<file path="src/rtl/latch_arb_pkg.sv">
// Shared types and helpers for the latch_arb round-robin capture controller.
package latch_arb_pkg;

    typedef enum logic [1:0] {
        ST_IDLE    = 2'd0,
        ST_CAPTURE = 2'd1,
        ST_HOLD    = 2'd2
    } state_t;

    function automatic int ptr_width(input int nreq);
        return $clog2(nreq);
    endfunction

    // The pointer starts on the last requester so that index 0 wins the first round.
    function automatic int ptr_reset(input int nreq);
        return nreq - 32'sd1;
    endfunction

endpackage

</file>
<file path="src/rtl/rr_pick.sv">
// Combinational round-robin picker: first asserted request after 'last', wrapping modulo NREQ.
module rr_pick
    import latch_arb_pkg::*;
#(
    parameter int NREQ  = 4,
    parameter int PTR_W = ptr_width(NREQ)
) (
    input  logic [NREQ-1:0]  req,
    input  logic [PTR_W-1:0] last,
    output logic             any,
    output logic [PTR_W-1:0] win
);

    logic [2*NREQ-1:0] dbl_s;
    logic [NREQ-1:0]   rot_s;
    int                pos_s;

    // Rotate the request vector so bit k stands for requester (last+1+k) mod NREQ.
    always_comb begin
        dbl_s = {req, req} >> (int'(last) + 32'sd1);
        rot_s = dbl_s[NREQ-1:0];
    end

    // Scan from the far end so the nearest requester after 'last' is assigned last and wins.
    always_comb begin
        pos_s = 32'sd0;
        for (int k = NREQ - 1; k >= 0; k--) begin
            if (rot_s[k]) begin
                pos_s = int'(last) + 32'sd1 + k;
            end else begin
                pos_s = pos_s;
            end
        end
        if (pos_s >= NREQ) begin
            pos_s = pos_s - NREQ;
        end else begin
            pos_s = pos_s;
        end
        any = |rot_s;
        win = PTR_W'(pos_s);
    end

endmodule

</file>
<file path="src/rtl/latch_arb.sv">
// Round-robin controller sharing one DW-bit capture latch among NREQ requesters.
// Define LATCH_ARB_TIMEOUT_EN to force a release after TIMEOUT unacknowledged HOLD cycles.
module latch_arb
    import latch_arb_pkg::*;
#(
    parameter  int NREQ    = 4,
    parameter  int DW      = 16,
    parameter  int TIMEOUT = 1024,
    localparam int PTR_W   = ptr_width(NREQ)
) (
    input  logic               clk,
    input  logic               rst_n,
    input  logic [NREQ-1:0]    req,
    input  logic [NREQ*DW-1:0] din,
    output logic [NREQ-1:0]    gnt,
    output logic [DW-1:0]      q,
    output logic               valid,
    output logic [PTR_W-1:0]   owner,
    input  logic               rd_ack,
    output logic               timeout
);

    localparam logic [PTR_W-1:0] LAST_RST = PTR_W'(ptr_reset(NREQ));
    localparam logic [NREQ-1:0]  GNT_ONE  = {{(NREQ-1){1'b0}}, 1'b1};

    if (NREQ < 2 || NREQ > 16 || DW < 1 || TIMEOUT < 1) begin : g_param_check
        $error("latch_arb: parameter out of range");
    end

    state_t           state_r;
    logic [PTR_W-1:0] sel_r;
    logic [PTR_W-1:0] last_r;
    logic [PTR_W-1:0] owner_r;
    logic [DW-1:0]    store_r;
    logic [NREQ-1:0]  gnt_r;
    logic             valid_r;

    logic             pick_any_s;
    logic [PTR_W-1:0] pick_win_s;
    logic [DW-1:0]    cap_word_s;
    logic             expire_s;
    logic             release_s;

    rr_pick #(
        .NREQ  (NREQ),
        .PTR_W (PTR_W)
    ) u_pick (
        .req  (req),
        .last (last_r),
        .any  (pick_any_s),
        .win  (pick_win_s)
    );

    // AND-OR capture mux keyed by the registered one-hot grant, so no other slice reaches q.
    always_comb begin
        cap_word_s = '0;
        for (int i = 0; i < NREQ; i++) begin
            cap_word_s = cap_word_s | (din[i*DW +: DW] & {DW{gnt_r[i]}});
        end
    end

`ifdef LATCH_ARB_TIMEOUT_EN
    localparam int CNT_W = $clog2(TIMEOUT + 32'sd1);

    logic [CNT_W-1:0] cnt_r;

    // HOLD dwell counter, parked at zero outside HOLD so every HOLD entry restarts it.
    always_ff @(posedge clk or negedge rst_n) begin
        if (!rst_n) begin
            cnt_r <= '0;
        end else if (state_r != ST_HOLD) begin
            cnt_r <= '0;
        end else if (!rd_ack) begin
            cnt_r <= cnt_r + CNT_W'(1'b1);
        end else begin
            cnt_r <= cnt_r;
        end
    end

    assign expire_s = (state_r == ST_HOLD) && !rd_ack && (cnt_r == CNT_W'(TIMEOUT - 32'sd1));
`else
    assign expire_s = 1'b0;
`endif

    assign release_s = rd_ack || expire_s;

    // Arbitration FSM; gnt, valid and owner come straight from its registers.
    always_ff @(posedge clk or negedge rst_n) begin
        if (!rst_n) begin
            state_r <= ST_IDLE;
            sel_r   <= '0;
            last_r  <= LAST_RST;
            owner_r <= '0;
            store_r <= '0;
            gnt_r   <= '0;
            valid_r <= 1'b0;
        end else begin
            case (state_r)
                ST_IDLE: begin
                    if (pick_any_s) begin
                        sel_r   <= pick_win_s;
                        gnt_r   <= GNT_ONE << pick_win_s;
                        state_r <= ST_CAPTURE;
                    end else begin
                        state_r <= ST_IDLE;
                    end
                end
                ST_CAPTURE: begin
                    store_r <= cap_word_s;
                    last_r  <= sel_r;
                    owner_r <= sel_r;
                    gnt_r   <= '0;
                    valid_r <= 1'b1;
                    state_r <= ST_HOLD;
                end
                ST_HOLD: begin
                    if (release_s) begin
                        valid_r <= 1'b0;
                        if (pick_any_s) begin
                            sel_r   <= pick_win_s;
                            gnt_r   <= GNT_ONE << pick_win_s;
                            state_r <= ST_CAPTURE;
                        end else begin
                            state_r <= ST_IDLE;
                        end
                    end else begin
                        state_r <= ST_HOLD;
                    end
                end
                default: begin
                    gnt_r   <= '0;
                    valid_r <= 1'b0;
                    state_r <= ST_IDLE;
                end
            endcase
        end
    end

    assign gnt     = gnt_r;
    assign valid   = valid_r;
    assign owner   = owner_r;
    assign q       = (state_r == ST_CAPTURE) ? cap_word_s : store_r;
    assign timeout = expire_s;

endmodule

</file>
<file path="config.mk">
export PLATFORM = sky130hd
export DESIGN_NAME = latch_arb
export DESIGN_NICKNAME = d
export VERILOG_FILES = /design/src/rtl/latch_arb_pkg.sv /design/src/rtl/rr_pick.sv /design/src/rtl/latch_arb.sv
export SDC_FILE = /design/constraint.sdc
export NUM_CORES = 1
export LEC_CHECK = 0
export BUFFER_PORTS_ARGS = -buffer_cell sky130_fd_sc_hd__buf_2
export CAP_MARGIN = 20
export CORE_ASPECT_RATIO = 0.8
export CORE_MARGIN = 8
export CORE_UTILIZATION = 46
export DETAILED_ROUTE_END_ITERATION = 8
export PLACE_DENSITY = 0.85
export RECOVER_POWER = 50
export SYNTH_ARGS = -nofsm -noshare
export SYNTH_HDL_FRONTEND = slang
export SYNTH_SLANG_ARGS = --single-unit
</file>
<file path="constraint.sdc">
create_clock -name clk -period 2.41 [get_ports clk]
set_input_delay 0.482 -clock clk [delete_from_list [all_inputs] [get_ports clk]]
set_output_delay 0.482 -clock clk [all_outputs]
set_load 0.01 [all_outputs]
</file>
==> results.txt, run 1 <==
RR Startpoint: state_r[1]
WL/cell: 16.5 um
CTS H-Tree Depth: 2
Placer Congestion: 0.879
Crit path required time: 1.93 ns
Power density cells: 1330 nW/um2
IO Port Bufs: 93
Fill cell count: 285
Asr flop ratio synth: 100%
Worst ir drop on vdd: 0.000678 V
FMAX: 459 MHz
CTS tree: done
Starting Density: 48.8%
Number of placement rows: 18
Setup bufs post-CTS: 0
DRC violations left: 0
Critical path arrival: 1.70 ns
Hold-fix buffers, CTS: 0
Netlist Area Pre-Place: 1520 um2
Failing checks: capacitance limit, slew limit
Nets: 314
Hold path depth: 2
Drt initial violations: 145
Final ANT Viol Nets: 0
Final WL: 4.69 mm
First-pass iteration count of the detailed router: 4
Core area: 3110 um2
Initial antenna violation count: 0
Slew Limit Fails: 29
Grt ovf: 0
Worst Hold Class: register to register
Yosys reg bits: 29
Synth Warn #: 0
Worst Setup Start Kind: register
Reg-to-reg endpoint: gnt[2]
Pwr Total: 2680 uW
Final HPWL DP: 3.72 mm
Reg2Reg Depth: 4
Setup TNS: 0 ns
Fraction of layout cells with a size suffix above 1: 43.9%
Commonest non-fill, non-tap cell in the layout: buf_2
Status: finished with violations
Worst Tran Pin Value: 1.50 ns
Primary FF master, synth: dfrtp_1
Reg-to-reg setup timing slack: 0.79 ns
WS Path Type: register to output pin
Fin crit period: 2.18 ns
Post-synth EDFFs: 0
Die H: 67.4 um
Largest net degree at the start of global routing: 30
Mapped Nets: 226
CTS Root Cell: clkbuf_8
Reg clk slew, reported paths: 0.06 ns
Post-Synthesis Cells: 155
RSZ-0062 raised after global routing: false
DR vias/cell: 5.43
Syn Area/Cell: 9.78 um2
Hold Path End: last_r[0]
# diodes: 0
Clk sink count: 29
Area Overhead vs Synth: 33.0%
Endpoints failing hold: 0
DIE AREA: 5400 um2
Final core utilization: 64.9%
CTS Buffer Depth: 2
Max cap viols: 1
Hold Crit Start: last_r[0]
Most frequent cells in the layout: 89 x buf_2, 32 x a22oi_1, 27 x dfrtp_1
Cts bufs inserted: 5
Seq/Total Area, Yosys: 48.0%
Post-CTS Resized: 0
Part of the cycle the worst path needs: 90.4%
Global-route wire length before repair: 7.47 mm
LEAKAGE: 0.000958 uW
Final setup viols: 0
Clock Latency Late Sink: 0.28 ns
Crit path max fanout: 18
Top Ports: 95
Vias in the first global route: 1584
Layout Skew: 0.00548 ns
Critical path capture point type: output pin
Max transition margin: -0.298%
Global Route Usage Sum: 17.4%
DR vias: 1542
Die width: 80.2 um
Yosys cell types: 29
per-layer routing:
| layer | wire [um] | global-route usage [%] | up-vias |
|---|---|---|---|
| met5 | 0 | 0 | - |
| met4 | 60 | 6.79 | 0 |
| met1 | 1880 | 21.4 | 720 |
| met3 | 513 | 6.90 | 7 |
| li1 | - | - | 746 |
| met2 | 2230 | 27.1 | 69 |
cell type report:
class	count	area, um2	share of cell area [%]
inverter	5	18.8	0.931
sequential	29	728	36.1
clock inverter	3	17.5	0.868
tap	40	50.0	2.48
clock buffer	5	68.8	3.41
multi-input combinational	107	658	32.6
timing repair buffer	95	475	23.6
metrics by stage:
step                setup slack (ns)  instances  area [um2]  hold slack, ns
finish                         0.231        284        2020           0.476
floorplan                      0.725        155        1520           0.186
global route                   0.115        284        2020           0.500
CTS                            0.203        284        2030           0.231
detailed placement             0.511        276        1950           0.467
global placement               0.550        276        1950           0.460
registers in the layout, summed over array words and instances, names as in the netlist:
signal and cells:
sel_r 2, valid 1, state_r 2, last_r 2, store_r 16, owner 2
gnt 4
worst max-delay path: stages (launching register included):
cell and delay, ns:
dfrtp_1 0.51, and2b_1 0.19, buf_4 0.21, nor2_1 0.07
a31oi_1 0.24, buf_2 0.20
power by group:
part           switching, uW  leakage (uW)  internal, uW  total (uW)
clock                    179     0.0000439           198         377
combinational            762      0.000570           563        1320
sequential               237      0.000345           745         982
total                   1180      0.000958          1510        2680
worst max path at each step:
stage               startpoint    end
floorplan               gnt[2]   q[0]
global placement    state_r[0]  q[12]
detailed placement  state_r[0]  q[12]
CTS                 state_r[0]  q[12]
global route            gnt[1]   q[6]
finish              state_r[0]  q[12]
Yosys cell counts, drive strengths merged (2+ instances only):
cell type / n / area, um2
nor2: 20 / 77.6
o21a: 2 / 16.3
dfstp: 2 / 52.6
nand2b: 5 / 31.3
inv: 5 / 18.8
a31oi: 17 / 106
dfrtp: 27 / 676
and2b: 2 / 17.5
o32ai: 4 / 35.0
nand2: 13 / 51.3
a22oi: 32 / 240
buf: 12 / 91.3
a21oi: 2 / 13.8
clkbuf: 2 / 7.51
o21ai: 3 / 15.0
logic make-up (layout without fill, tap and decap cells):
| logic type | Yosys count | in the layout | synth area share, % |
|---|---|---|---|
| DFF | 29 | 29 | 48.0 |
| muxes | 1 | 1 | 0.660 |
| AOI/OAI and AO/OA | 64 | 64 | 31.1 |
| other | 1 | 1 | 0.247 |
| buffers and inverters | 19 | 108 | 7.76 |
| and+or+nand+nor | 41 | 41 | 12.2 |
No activity file was read; power rests on OpenSTA's default activity.
==> run 2, diff against run 1 <==
--- a/config.mk
+++ b/config.mk
@@ -5,11 +5,12 @@
 export SDC_FILE = /design/constraint.sdc
 export NUM_CORES = 1
 export LEC_CHECK = 0
+export ABC_AREA = 1
 export BUFFER_PORTS_ARGS = -buffer_cell sky130_fd_sc_hd__buf_2
 export CAP_MARGIN = 20
 export CORE_ASPECT_RATIO = 0.8
 export CORE_MARGIN = 8
-export CORE_UTILIZATION = 46
+export CORE_UTILIZATION = 48
 export DETAILED_ROUTE_END_ITERATION = 8
 export PLACE_DENSITY = 0.85
 export RECOVER_POWER = 50
==> run 2 against run 1 <==
Against the previous run: synthesized cell count is 52% higher; critical path depth is 2 lower; sequential share of layout area fell by 4.6 points; clock power grew 6.9%; the flow still finishes with violations (capacitance limit, slew limit); global-route usage grew 0.13 points; critical endpoint is now q[15]; cell count grew 30%; die area rose by 8.7%; clock skew is essentially flat; final area rose by 14%.
==> results.txt, run 2 <==
WS Path Type: register to output pin
Cell taking the most area after synthesis: dfrtp_1
Top Ports: 95
Largest family of logic cells by synthesized area: simple AND/OR/NAND/NOR gates
Max cap viols: 1
RSZ-0062 raised after global routing: false
Met3 routed WL: 434 um
Critical path capture point type: output pin
# diodes: 0
Most frequent cells in the layout: 89 x buf_2, 85 x nand2_1, 27 x dfrtp_1
Crit path max fanout: 18
Worst Hold Class: register to register
Worst ir drop on vdd: 0.000746 V
Highest Signal Layer: met4
CTS H-Tree Depth: 2
FMAX: 469 MHz
CTS Root Cell: clkbuf_8
Final setup viols: 0
Synth Area in XOR/XNOR: 0%
Mapped Nets: 307
Vias in the first global route: 1949
Status: finished with violations
Post-Synth Adder-Cell Area: 0%
Post-Synthesis Cells: 236
Largest net degree at the start of global routing: 30
Final ANT Viol Nets: 0
Number of placement rows: 19
Global Route Usage Sum: 17.6%
Placer Congestion: 0.882
Buf/Inv on CP: 1
Worst Tran Pin Value: 1.60 ns
DIE AREA: 5870 um2
Crit-path slowest cell: dfrtp_1
Post-CTS Resized: 0
Synth top area share: 38.4%
Die H: 70.1 um
DRC violations left: 0
LEAKAGE: 0.00119 uW
Post-synth EDFFs: 0
Cts bufs inserted: 5
Number of flip-flops in the largest register: 16
Max transition margin: -6.41%
Setup bufs post-CTS: 0
Nets: 396
Core area: 3470 um2
Top-count cell post-synth: nand2_1
IO Port Bufs: 93
Layout Skew: 0.00544 ns
Starting Density: 50.7%
Crit path max-delay family: flip-flops
Slew Limit Fails: 30
Post-Layout Cell Count: 368
Mux cell area share after synthesis: 0%
Endpoints failing hold: 0
Hold-fix buffers, CTS: 0
Part of the cycle the worst path needs: 88.5%
Seq/Total Area, Yosys: 41.4%
Post-Synth Simple-Gate Area: 32.6%
Initial antenna violation count: 0
Yosys cell types: 26
Placed Instances: 360
Synth Warn #: 0
Clk sink count: 29
Asr flop ratio synth: 100%
DR vias: 1917
First-pass iteration count of the detailed router: 4
Syn Area/Cell: 7.45 um2
Grt ovf: 0
Top post-synthesis cells by area: dfrtp_1 38%, nand2_1 18%, a41oi_1 8.0%, a21oi_1 4.6%, nor2_1 4.5%
Slowest stage delay, CP: 0.73 ns
Crit path required time: 1.93 ns
Netlist Area Pre-Place: 1760 um2
Met1 wire length: 2.30 mm
Drt initial violations: 130
CP Cell Sequence: nand2_1 -> a41oi_1 -> buf_2
CTS Buffer Depth: 2
Power density cells: 1280 nW/um2
Final WL: 5.31 mm
Critical path arrival: 1.65 ns
Setup TNS: 0 ns
Synth Area in Compound Gates: 18.0%
CTS tree: done
Primary FF master, synth: dfrtp_1
Yosys reg bits: 29
Area Overhead vs Synth: 31.2%
Die width: 83.7 um
Fin crit period: 2.13 ns
Most flop-heavy register: store_r
Reg clk slew, reported paths: 0.06 ns
Met2 WL: 2.52 mm
Global-route wire length before repair: 8.71 mm
Commonest non-fill, non-tap cell in the layout: buf_2
Fraction of layout cells with a size suffix above 1: 39.0%
Clock Latency Late Sink: 0.28 ns
DP Worst Slack: 0.614 ns
Worst setup margin: 0.278 ns
Final HPWL DP: 4.11 mm
Worst Setup Start Kind: register
Failing checks: capacitance limit, slew limit
Most frequent cells after synthesis: 85 x nand2_1, 27 x dfrtp_1, 21 x nor2_1
WL/cell: 14.4 um
DR vias/cell: 5.21
## run 2: path summary, 6_finish.rpt
check,start,cells past startpoint,end,slack [ns]
worst max-delay path,gnt[2],3,q[15],0.28
worst min register to register,owner[1],2,owner[1],0.48
min in group asynchronous,rst_n,1,store_r[14],0.60
worst max register to register,last_r[0],10,gnt[1],0.72
worst min-delay path,owner[1],2,owner[1],0.48
max in group asynchronous,rst_n,1,store_r[7],0.88
## run 2: logic make-up (layout without fill, tap and decap cells)
group / Yosys count / count (layout)
AND/OR/NAND/NOR: 130 / 130
AO/OA/AOI/OAI: 45 / 45
buffers and inverters: 31 / 121
flip-flops: 29 / 29
other: 1 / 1
## run 2: layout make-up
type                    instances  area (um2)
fillers                       297        1160
multi-input cells             176         895
flip-flops and latches         29         728
repair buffers                 95         475
clock buffers                   8        90.1
inverters                      18        67.6
well taps                      42        52.6
## run 2: worst reg2reg max path: stages (launching register included)
cell and delay [ns]:
dfstp_2 0.70, inv_2 0.13, nand2_1 0.11, nand2_1 0.05
nand2_1 0.11, inv_2 0.06, nand2_1 0.06, nand2_1 0.05
nand2_1 0.10, nor2_1 0.05, o21bai_2 0.17
## run 2: where the power goes
group | switching [uW] | internal, uW | total [uW] | leakage [uW]
registers | 190 | 738 | 928 | 0.000347
clock network | 170 | 232 | 403 | 0.0000455
logic | 1000 | 621 | 1620 | 0.000798
## run 2: routing by layer
| layer | vias up | track usage [%] |
|---|---|---|
| li1 | 948 | - |
| met1 | 875 | 22.0 |
| met2 | 89 | 28.4 |
| met3 | 5 | 4.98 |
| met4 | 0 | 5.54 |
| met5 | - | 0 |
## run 2: through the flow
stage	power [uW]	util, %	cell area, um2	hold WS (ns)
2_1_floorplan	2030	-	1760	0.186
3_3_place_gp	2510	64.1	2220	0.462
3_5_place_dp	2560	64.1	2220	0.461
4_1_cts	2980	66.7	2310	0.242
5_1_grt	3210	66.5	2310	0.512
6_report	2960	66.5	2310	0.482
==> run 3, diff against run 2 <==
--- a/config.mk
+++ b/config.mk
@@ -9,11 +9,12 @@
 export BUFFER_PORTS_ARGS = -buffer_cell sky130_fd_sc_hd__buf_2
 export CAP_MARGIN = 20
 export CORE_ASPECT_RATIO = 0.8
-export CORE_MARGIN = 8
+export CORE_MARGIN = 2
 export CORE_UTILIZATION = 48
 export DETAILED_ROUTE_END_ITERATION = 8
 export PLACE_DENSITY = 0.85
 export RECOVER_POWER = 50
 export SYNTH_ARGS = -nofsm -noshare
 export SYNTH_HDL_FRONTEND = slang
+export SYNTH_HIERARCHICAL = 1
 export SYNTH_SLANG_ARGS = --single-unit
==> run 3 against run 2 <==
Against the previous run: the flow now finishes without violations; final area rose by 0.92%; critical path depth rose by 4; count of clock-buffer cells in the layout fell by 2; routed wire length fell by 16%; critical path type unchanged.
==> results.txt, run 3 <==
Met2 Use GR: 38.0%
Netlist Area Pre-Place: 1790 um2
Placer Congestion: 0.767
Die H: 58.6 um
Top Ports: 95
Final setup viols: 0
CTS Root Cell: clkbuf_8
Cts bufs inserted: 5
LEAKAGE: 0.00130 uW
Crit path required time: 1.93 ns
Fraction of layout cells with a size suffix above 1: 32.4%
DIE AREA: 4230 um2
Status: completed
Final WL: 4.48 mm
Reg2Reg Depth: 10
Die width: 72.3 um
Cell mode on critical path: nor2_1
Asr flop ratio synth: 100%
Syn Area/Cell: 6.51 um2
RR Startpoint: last_r[0]
Mapped Nets: 346
DR vias: 1927
Synth top area share: 37.8%
Most crowded layer after global routing: met2
Worst Tran Pin Value: 1.44 ns
Worst Setup Start Kind: register
Power density cells: 1240 nW/um2
Grt met3 use: 5.48%
Core area: 3490 um2
Fin crit period: 2.22 ns
Top post-synthesis cells by area: dfrtp_1 38%, nand2_1 24%, nor2_1 11%, nand3_1 8.7%, dfstp_2 2.9%
Most frequent cells in the layout: 114 x nand2_1, 89 x buf_2, 52 x nor2_1
Primary FF master, synth: dfrtp_1
GR Util met1: 28.4%
Initial antenna violation count: 0
CTS Buffer Depth: 2
DRC violations left: 0
Clock Latency Late Sink: 0.28 ns
Final core utilization: 66.7%
Global Route Usage Sum: 22.3%
Setup TNS: 0 ns
RSZ-0062 raised after global routing: false
Seq/Total Area, Yosys: 40.7%
Final HPWL DP: 3.45 mm
Nets: 437
Post-synth EDFFs: 0
Final ANT Viol Nets: 0
Most flop-heavy register: store_r
Cell taking the most area after synthesis: dfrtp_1
Setup bufs post-CTS: 0
Reg clk slew, reported paths: 0.06 ns
Commonest non-fill, non-tap cell in the layout: nand2_1
Hold-fix buffers, CTS: 0
Post-Synthesis Cells: 275
Most frequent cells after synthesis: 114 x nand2_1, 52 x nor2_1, 31 x nand3_1
Max transition margin: 3.93%
Synth Warn #: 6
Global-route wire length before repair: 7.35 mm
Clk sink count: 29
Critical path capture point type: output pin
CTS tree: done
Reg-to-reg setup timing slack: 0.65 ns
Crit path max fanout: 18
Crit-path slowest cell: dfrtp_1
Max cap viols: 0
Starting Density: 51.2%
CP Cell Sequence: inv_2 -> nor2_4 -> buf_4 -> nand2_1 -> nor2_1 -> nor2_1 -> buf_2
Layout Skew: 0.00739 ns
# diodes: 0
Largest net degree at the start of global routing: 30
IO Port Bufs: 93
Grt ovf: 0
Post-CTS Resized: 0
Endpoints failing hold: 0
CTS H-Tree Depth: 2
DR vias/cell: 4.71
Number of flip-flops in the largest register: 16
WS Path Type: register to output pin
Vias in the first global route: 1752
Crit path to: q[9]
Slew Limit Fails: 0
Yosys reg bits: 29
Part of the cycle the worst path needs: 92.0%
Number of placement rows: 19
Worst ir drop on vdd: 0.000745 V
FMAX: 451 MHz
Drt initial violations: 103
Crit path from: state_r[0]
Fill cell count: 315
Yosys cell types: 20
Critical path arrival: 1.73 ns
First-pass iteration count of the detailed router: 4
Worst Hold Class: register to register
Reg-to-reg endpoint: gnt[0]
Top-count cell post-synth: nand2_1
WL/cell: 11.0 um
Area Overhead vs Synth: 30.2%
Slowest stage delay, CP: 0.41 ns
run 3: changes by cell type in the layout (fill, tap and decap cells not counted), moves of 3 or more:
cell and delta:
nand2_4 -3, nor2_1 +31, o21ai_0 -4, a21oi_1 -15, nand2_1 +29, a41oi_1 -16, nand3_1 +24
run 3: layer usage:
layer | routed length [um] | part of all wire, %
met1 | 1960 | 44
met2 | 2070 | 46
met3 | 408 | 9.1
met4 | 34 | 0.76
met5 | 0 | 0
run 3: report_power, final:
group,switching (uW),total [uW],internal (uW)
combinational,987,1590,607
sequential,179,916,738
clock,172,371,199
run 3: final cells by class:
cell class                      count  area, um2  area share, %
Clock buffer                        6       72.6           3.11
Multi-Input combinational cell    218        923           39.6
Sequential cell                    29        728           31.3
Timing Repair Buffer               96        483           20.7
Clock inverter                      2       10.0          0.430
Tap cell                           42       52.6           2.26
Inverter                           16       60.1           2.58
run 3: worst max-delay path: cells and delay by family (launching register included):
family | cells | cell delay [ns]
buf+inv | 3 | 0.53
flops | 1 | 0.41
simple gates | 4 | 0.53
run 3: how the worst min path moves through the flow:
stage                  endpoint  startpoint  slack (ns)  cells after the start
global placement       owner[0]    owner[0]        0.46                      2
detailed placement     owner[0]    owner[0]        0.47                      2
floorplan                gnt[0]       rst_n        0.19                      0
global route           sel_r[0]    sel_r[0]        0.53                      2
CTS                 store_r[11]       rst_n        0.23                      1
finish                 owner[0]    owner[0]        0.49                      2
run 3: logic make-up after synthesis:
| kind of cell | share of synthesized area, % |
|---|---|
| and+or+nand+nor | 48.8 |
| DFF | 40.7 |
| buffers and inverters | 7.69 |
| AOI/OAI and AO/OA | 2.10 |
| xor gates and xnor gates | 0.490 |
| other | 0.210 |
run 3: per-stage QoR:
stage,setup WS [ns],hold slack [ns],instance area (um2),std cells,total power [uW]
after floorplan,0.856,0.186,1790,275,2030
after global placement,0.532,0.465,2250,401,2480
after detailed placement,0.474,0.469,2250,401,2540
after CTS,0.170,0.230,2330,409,2920
after global routing,0.0184,0.527,2330,409,3170
final,0.193,0.488,2330,409,2880
